--- config.mk ---
export PLATFORM = sky130hd
export DESIGN_NAME = wb_regfile
export DESIGN_NICKNAME = d
export VERILOG_FILES = /design/src/rtl/wb_regfile.sv
export SDC_FILE = /design/constraint.sdc
export NUM_CORES = 1
export LEC_CHECK = 0
export BUFFER_PORTS_ARGS = -buffer_cell sky130_fd_sc_hd__buf_2
export CAP_MARGIN = 20
export CORE_MARGIN = 1.5
export CORE_UTILIZATION = 44
export DETAILED_ROUTE_END_ITERATION = 12
export GPL_ROUTABILITY_DRIVEN = 0
export GPL_TIMING_DRIVEN = 0
export PLACE_DENSITY = 0.63
export SETUP_SLACK_MARGIN = 0.02
export SYNTH_ARGS = -nofsm -noshare
export SYNTH_HDL_FRONTEND = slang
export SYNTH_SLANG_ARGS = --single-unit
--- constraint.sdc ---
create_clock -name clk -period 10.75 [get_ports clk]
set_input_delay 1.075 -clock clk [delete_from_list [all_inputs] [get_ports clk]]
set_output_delay 1.075 -clock clk [all_outputs]
set_load 0.02 [all_outputs]
--- src/rtl/wb_regfile.sv ---
// wb_regfile: integer register file with post-reset clear sweep and WB write-through bypass; REGFILE_DEBUG_EN adds a debug read port and write counter
module wb_regfile #(
  parameter int XLEN  = 32,
  parameter int NREGS = 32,
  parameter int AW    = 5
) (
  input  logic            clk,
  input  logic            rst_n,
  input  logic            RegWrite,
  input  logic [AW-1:0]   rd_addr,
  input  logic [XLEN-1:0] WriteData,
  input  logic [AW-1:0]   rs1_addr,
  input  logic [AW-1:0]   rs2_addr,
  output logic [XLEN-1:0] rs1_data,
  output logic [XLEN-1:0] rs2_data,
  output logic            init_busy
`ifdef REGFILE_DEBUG_EN
  ,
  input  logic [AW-1:0]   dbg_addr,
  output logic [XLEN-1:0] dbg_data,
  output logic [31:0]     wr_count
`endif
);
  typedef enum logic {INIT, READY} state_t;
  state_t state;
  logic [AW-1:0] init_ptr;
  logic [XLEN-1:0] mem [NREGS];
  logic wr_ok;
  assign wr_ok = ~init_busy & RegWrite;
  always_ff @(posedge clk or negedge rst_n)
    if (!rst_n) begin
      state     <= INIT;
      init_ptr  <= AW'(1);
      init_busy <= 1'b1;
    end else if (state == INIT) begin
      if (init_ptr == AW'(NREGS - 1)) begin
        state     <= READY;
        init_busy <= 1'b0;
      end else init_ptr <= init_ptr + 1'b1;
    end
  always_ff @(posedge clk)
    if (init_busy) mem[init_ptr] <= '0;
    else if (RegWrite && rd_addr != '0) mem[rd_addr] <= WriteData;
  always_comb begin
    rs1_data = (init_busy || rs1_addr == '0) ? '0 :
               (wr_ok && rd_addr == rs1_addr) ? WriteData : mem[rs1_addr];
    rs2_data = (init_busy || rs2_addr == '0) ? '0 :
               (wr_ok && rd_addr == rs2_addr) ? WriteData : mem[rs2_addr];
  end
`ifdef REGFILE_DEBUG_EN
  always_comb
    dbg_data = (dbg_addr == '0) ? '0 :
               (wr_ok && rd_addr == dbg_addr) ? WriteData : mem[dbg_addr];
  always_ff @(posedge clk or negedge rst_n)
    if (!rst_n) wr_count <= '0;
    else if (wr_ok) wr_count <= wr_count + 1'b1;
`endif
endmodule

==> results of run 1 <==
## final cells by class
class / count / area [um2]
Antenna cell: 8 / 20.0
Buffer: 230 / 1180
Clock buffer: 116 / 2750
Clock inverter: 81 / 840
Fill cell: 8829 / 53800
Inverter: 11 / 41.3
Multi-Input combinational cell: 1525 / 17200
Sequential cell: 1031 / 30900
Tap cell: 1488 / 1860
Timing Repair Buffer: 184 / 2030
## layer usage
| metal | global-route usage [%] | vias up |
|---|---|---|
| met2 | 48.6 | 2227 |
| met5 | 0 | - |
| met4 | 15.3 | 8 |
| met3 | 6.73 | 513 |
| li1 | - | 12600 |
| met1 | 37.1 | 16700 |
## cell usage in the layout, fill, tap and decap left out, types with 31 or more instances in the layout
master | Yosys | layout
edfxtp_1 | 1024 | 1024
mux2i_1 | 415 | 415
mux4_2 | 323 | 323
buf_2 | 70 | 177
a221oi_1 | 155 | 155
a211oi_1 | 125 | 125
clkbuf_16 | 0 | 110
clkbuf_1 | 103 | 109
a21oi_1 | 67 | 67
a22oi_1 | 62 | 62
a211o_1 | 62 | 62
buf_4 | 36 | 38
nor3_1 | 37 | 35
nor2b_1 | 35 | 35
o21ai_0 | 33 | 33
o22ai_1 | 32 | 32
and2_1 | 32 | 32
o21bai_1 | 31 | 31
## state kept, by name, indices dropped and copies added (netlist names)
| register | flops |
|---|---|
| init_busy | 1 |
| init_ptr | 5 |
| mem | 1024 |
| state | 1 |
## worst min path at each step
stage / cells after the start / end
final: 1 / init_ptr[2]$_DFFE_PN0P_
after CTS: 1 / init_ptr[3]$_DFFE_PN0P_
after detailed placement: 2 / init_busy$_DFFE_PN1P_
after floorplan: 2 / init_busy$_DFFE_PN1P_
after global routing: 1 / init_ptr[3]$_DFFE_PN0P_
after global placement: 2 / init_busy$_DFFE_PN1P_
## cell families after synthesis
| logic type | count (synthesis) | synth area share (%) |
|---|---|---|
| and+or+nand+nor | 182 | 1.92 |
| adders and majority gates | 2 | 0.0509 |
| AOI/OAI and AO/OA | 584 | 8.93 |
| muxes | 744 | 23.4 |
| xor gates and xnor gates | 13 | 0.232 |
| buffers and inverters | 241 | 2.48 |
| DFF | 1031 | 63.0 |
## power groups by stage
stage               clock network (W)  logic, W  registers (W)
CTS                           0.00384  0.000945        0.00447
global route                  0.00399   0.00101        0.00446
floorplan                           0  0.000563        0.00455
finish                        0.00384  0.000992        0.00446
global placement                    0  0.000905        0.00455
detailed placement                  0  0.000943        0.00455
## metrics by stage
stage	std cells	total power [W]	instance area (um2)	util, %	setup WS (ns)
after floorplan	2797	0.00511	49100	-	5.78
after global placement	4391	0.00546	51500	46.5	3.22
after detailed placement	4442	0.00549	52800	47.7	5.23
after CTS	4639	0.00925	56400	50.9	5.23
after global routing	4666	0.00947	56800	51.4	5.13
final	4674	0.00929	56900	51.4	4.93
## synthesized netlist by cell type, types with 3 or more instances
master / instances / area share (%)
xnor2_1: 11 / 0.20
nand2b_1: 6 / 0.076
a21oi_1: 67 / 0.68
nor2_1: 36 / 0.28
a211o_1: 62 / 1.1
mux4_2: 323 / 15
buf_2: 70 / 0.71
buf_1: 9 / 0.069
a31oi_1: 3 / 0.038
and2_1: 32 / 0.41
edfxtp_1: 1024 / 63
o211ai_1: 4 / 0.061
o311ai_1: 3 / 0.054
a22oi_1: 62 / 0.95
nand2_1: 24 / 0.18
buf_6: 12 / 0.28
dfrtp_1: 5 / 0.25
mux2i_1: 415 / 8.5
nor2b_1: 35 / 0.45
buf_4: 36 / 0.55
nor3_1: 37 / 0.38
a221oi_1: 155 / 2.8
o22ai_1: 32 / 0.41
o21bai_1: 31 / 0.47
a211oi_1: 125 / 1.9
o21ai_0: 33 / 0.34
mux2_2: 6 / 0.14
inv_1: 9 / 0.069
clkbuf_1: 103 / 0.79
nand4_1: 3 / 0.038
==> out/qor.yml, run 1 <==
setup_path:
  worst-setup-path-type: "in -> out"
  endpoint_kind: "primary output"
  rr_endpoint: "mem[29][9]$_DFFE_PP_"
  critPathTopFamily: "compound AO/OA/AOI/OAI gates"
  critPathBufInv: 3
  startpoint_type: "primary input"
  path_cells: "clkbuf_1 -> xnor2_1 -> nand4_1 -> o311ai_1 -> clkbuf_1 -> a211oi_1 -> a211o_1 -> buf_2"
  regToRegSetupSlack_ns: 6.78
  cp_slowest_stage_delay_ns: 1.08
  path_max_fanout: 10
  worstPathArrival_ns: 4.75
  worst-path-stages: 8
  worstPathRequired_ns: 9.68
  critPathMostFrequentCell: "clkbuf_1"
  cp-startpoint: "rs1_addr[4]"
  endpoint: "rs1_data[21]"
  reg2reg_depth: 7
  worst_path_max_delay_cell: "o311ai_1"
  r2r_start: "init_busy$_DFFE_PN1P_"
clock_tree:
  ctsHtreeMaxLevel: 3
  clk_latency_ns: 0.71
  cts_resized: 0
  path_clk_slew_ns: 0.07
  cts_sinks: 1031
  cts_setup_buffers: 0
  cts_buffers: 104
  cts_hold_buf: 0
  clockRootBuffer: "clkbuf_16"
  cts_max_path_buffers: 3
  cts_tree: "built"
detailed_routing:
  vias: 32100
  wl_met1_mm: 59.2
  drc_errors: 0
  drtAntennaViolNets: 0
  drt_pass1_iterations: 7
  wl_met3_mm: 19.5
  drt_iter0_markers: 4628
  drt_wl_total_mm: 170
  wl_per_cell_um: 36.4
  dr_wl_met2_mm: 81.4
  dr.max_layer_used: "met5"
  viasPerCell: 6.86
logic_synthesis:
  synth_enable_flop_cells: 1024
  synth_sequential_area_ratio_pct: 63.0
  synth_cells: 2797
  avgSynthCellArea_um2: 17.6
  synth-seq-cells: 1031
  yosysUniqueCellTypes: 47
  synthFlopType: "edfxtp_1"
  netlist_area_um2: 49100
  syn-num-nets: 2849
  synthArstFlopShare_pct: 0.679
  yosys_warnings: 0
power:
  switching_share_pct: 24.2
  combPwrFrac_pct: 10.7
  clockPowerShare_pct: 41.3
  power_density_nw_per_um2: 163
  vdd_drop_max_mv: 0.120
  power.share.sequential_pct: 48.0
  leakagePower_nw: 19.2
  internal_power_w: 0.00704
  p_switching_w: 0.00225
finish:
  drive_above_1_share_pct: 26.2
  nets: 3139
  area_delta_synth_final_pct: 15.8
global_route:
  antenna_found_initial: 15
  grt_usage_pct: 29.7
  grt_pass1_vias: 32200
  grt_pass1_wl_mm: 235
  overflow: 0
  grt_max_degree: 33
die:
  fp.dieW_um: 337
  core-area_um2: 111000
  start_util_pct: 44.4
  dieHeight_um: 337
  die_area_um2: 114000
  io_pins: 115
  rows: 122
sta:
  maxSlewViolCount: 0
  hold_viol: 0
  finalCritPeriodShare_pct: 54.2
  setup-violations-final: 0
  timing.setup.tns_ns: 0
  tightestPinTransition_ns: 1.36
  min_period_ns: 5.82
  relSlewSlack_pct: 7.71
  rsz0062_at_grt: "false"
  fmax_mhz: 172
  hold_slack_ns: 0.202
  fin_skew_ns: 0.0425
placed_design:
  place_hpwl_mm: 119
  io_buffers: 106
flow_run:
  cap_violations: 0
hold_path:
  hold_path.class: "in -> async"
status:
  status: "complete, no violations"
No activity file was read; power rests on OpenSTA's default activity.
==> run 2: changes to the inputs <==
==> constraint.sdc (replaced) <==
create_clock -name clk -period 5.8 [get_ports clk]
set_input_delay 0.58 -clock clk [delete_from_list [all_inputs] [get_ports clk]]
set_output_delay 0.58 -clock clk [all_outputs]
set_load 0.02 [all_outputs]
==> out/qor.yml, run 2 (synthesized netlist as in run 1, its figures left out) <==
detailed_routing:
  viasPerCell: 6.84  # -0.24%
  wl_per_cell_um: 36.4  # about the same
  drt_wl_total_mm: 170  # +0.11%
  drc_errors: 0  # unchanged
  drtAntennaViolNets: 0  # unchanged
  drt_pass1_iterations: 6  # -1
  drt_iter0_markers: 4758  # +2.8%
  vias: 32000  # -0.22%
die:
  die_area_um2: 114000  # unchanged
  rows: 122  # unchanged
  start_util_pct: 44.4  # unchanged
  fp.dieW_um: 337  # unchanged
  dieHeight_um: 337  # unchanged
  io_pins: 115  # unchanged
  core-area_um2: 111000  # unchanged
clock_tree:
  cts_hold_buf: 1  # +1
  cts_buffers: 104  # unchanged
  clk_latency_ns: 0.71  # about the same
  clockRootBuffer: "clkbuf_16"
  ctsHtreeMaxLevel: 3  # unchanged
  cts_max_path_buffers: 3  # unchanged
  path_clk_slew_ns: 0.07  # about the same
  cts_resized: 0  # unchanged
  cts_setup_buffers: 0  # unchanged
  cts_tree: "built"
  cts_sinks: 1031  # unchanged
sta:
  maxSlewViolCount: 0  # unchanged
  relSlewSlack_pct: 7.28  # -0.43 points
  rsz0062_at_grt: "false"
  hold_viol: 0  # unchanged
  setup-violations-final: 0  # unchanged
  fin_skew_ns: 0.0435  # +0.00102 ns
  tightestPinTransition_ns: 1.37  # +0.00634 ns
  fmax_mhz: 207
  timing.setup.tns_ns: 0  # unchanged
  finalCritPeriodShare_pct: 83.5
  min_period_ns: 4.84
setup_path:
  cp_slowest_stage_delay_ns: 1.15  # +0.07 ns
  critPathMostFrequentCell: "clkbuf_1"
  worstPathArrival_ns: 4.26  # -0.49 ns
  path_cells: "clkbuf_1 -> xnor2_1 -> nand4_1 -> o311ai_1 -> clkbuf_1 -> a211oi_1 -> a211o_1 -> buf_2"
  startpoint_type: "primary input"
  path_max_fanout: 10  # unchanged
  worst-setup-path-type: "in -> out"
  endpoint_kind: "primary output"
  worst_path_max_delay_cell: "o311ai_1"
  worstPathRequired_ns: 5.22  # -4.46 ns
hold_path:
  hold_path.class: "in -> async"
finish:
  regMostFlops: "mem"
  final_common_cell: "edfxtp_1"
  drive_above_1_share_pct: 26.2  # about the same
  area_delta_synth_final_pct: 15.8  # about the same
  biggestRegsByFlops: "mem x1024, init_ptr x5"
  fillers: 8828  # -0.011%
  final_cell_mix: "1024 x edfxtp_1, 415 x mux2i_1, 323 x mux4_2"
  largest_reg_flops: 1024  # unchanged
  nets: 3140  # +0.032%
  utilization_pct: 51.4  # about the same
placed_design:
  place_hpwl_mm: 119  # unchanged
  io_buffers: 106  # unchanged
flow_run:
  cap_violations: 0  # unchanged
power:
  leakagePower_nw: 19.2  # about the same
  vdd_drop_max_mv: 0.222  # +85%
  power_density_nw_per_um2: 303  # +85%
global_route:
  grt_pass1_vias: 32200  # -0.0062%
  grt_max_degree: 33  # unchanged
  antenna_found_initial: 14  # -1
  grt_pass1_wl_mm: 235  # about the same
  overflow: 0  # unchanged
  grt_usage_pct: 29.7  # about the same
status:
  status: "complete, no violations"
-- run 2: cell count changes in the layout (fill, tap and decap cells not counted), sizes merged --
cell         before  now
dlygate4sd3       0    1
-- run 2: area by class of cell --
type	instances	area, um2	share of cell area, %
Clock inverter	81	840	1.48
Sequential cell	1031	30900	54.4
Timing Repair Buffer	185	2040	3.60
Buffer	230	1180	2.07
Multi-Input combinational cell	1525	17200	30.2
Clock buffer	116	2750	4.84
Antenna cell	8	20.0	0.0352
Inverter	11	41.3	0.0726
Tap cell	1488	1860	3.27
-- run 2: through the flow --
| stage | total power [W] | cells | hold slack [ns] | worst slack (ns) | instance area [um2] |
|---|---|---|---|---|---|
| 3_3_place_gp | 0.0101 | 4391 | 0.420 | -1.24 | 51500 |
| 6_report | 0.0172 | 4675 | 0.313 | 0.959 | 56900 |
| 5_1_grt | 0.0176 | 4667 | 0.337 | 1.17 | 56800 |
| 4_1_cts | 0.0172 | 4640 | 0.310 | 1.27 | 56400 |
| 2_1_floorplan | 0.00947 | 2797 | 0.284 | 1.32 | 49100 |
| 3_5_place_dp | 0.0102 | 4442 | 0.430 | 1.27 | 52800 |
-- run 2: final timing paths --
path / start / slack (ns) / cells after the start / end
max: rs1_addr[4] / 0.96 / 8 / rs1_data[21]
min: rst_n / 0.31 / 2 / init_ptr[2]$_DFFE_PN0P_
max reg2reg: init_busy$_DFFE_PN1P_ / 1.82 / 7 / mem[29][9]$_DFFE_PP_
min reg2reg: state$_DFF_PN0_ / 0.50 / 2 / init_busy$_DFFE_PN1P_
max in group asynchronous: rst_n / 5.24 / 2 / init_ptr[0]$_DFFE_PN1P_
min in group clk: WriteData[4] / 0.45 / 2 / mem[30][4]$_DFFE_PP_
-- run 2: power by group --
| part | internal (W) | switching (W) |
|---|---|---|
| clock network | 0.00417 | 0.00296 |
| registers | 0.00825 | 0.0000202 |
| logic | 0.000635 | 0.00120 |
-- run 2: worst max-delay path: cells and delay by family --
family                    cells  cell delay [ns]
and+or+nand+nor               1             0.22
AOI/OAI and AO/OA             3             1.74
xor gates and xnor gates      1             0.20
buffers and inverters         3             1.50
-- run 2: layer usage --
metal,routed length [um],share of wire [%],global-route usage (%),vias to the layer above
li1,-,-,-,12600
met1,60200,35,37.1,16700
met2,81700,48,48.6,2189
met3,18400,11,6.75,529
met4,9690,5.7,15.2,8
met5,69,0.041,0,-
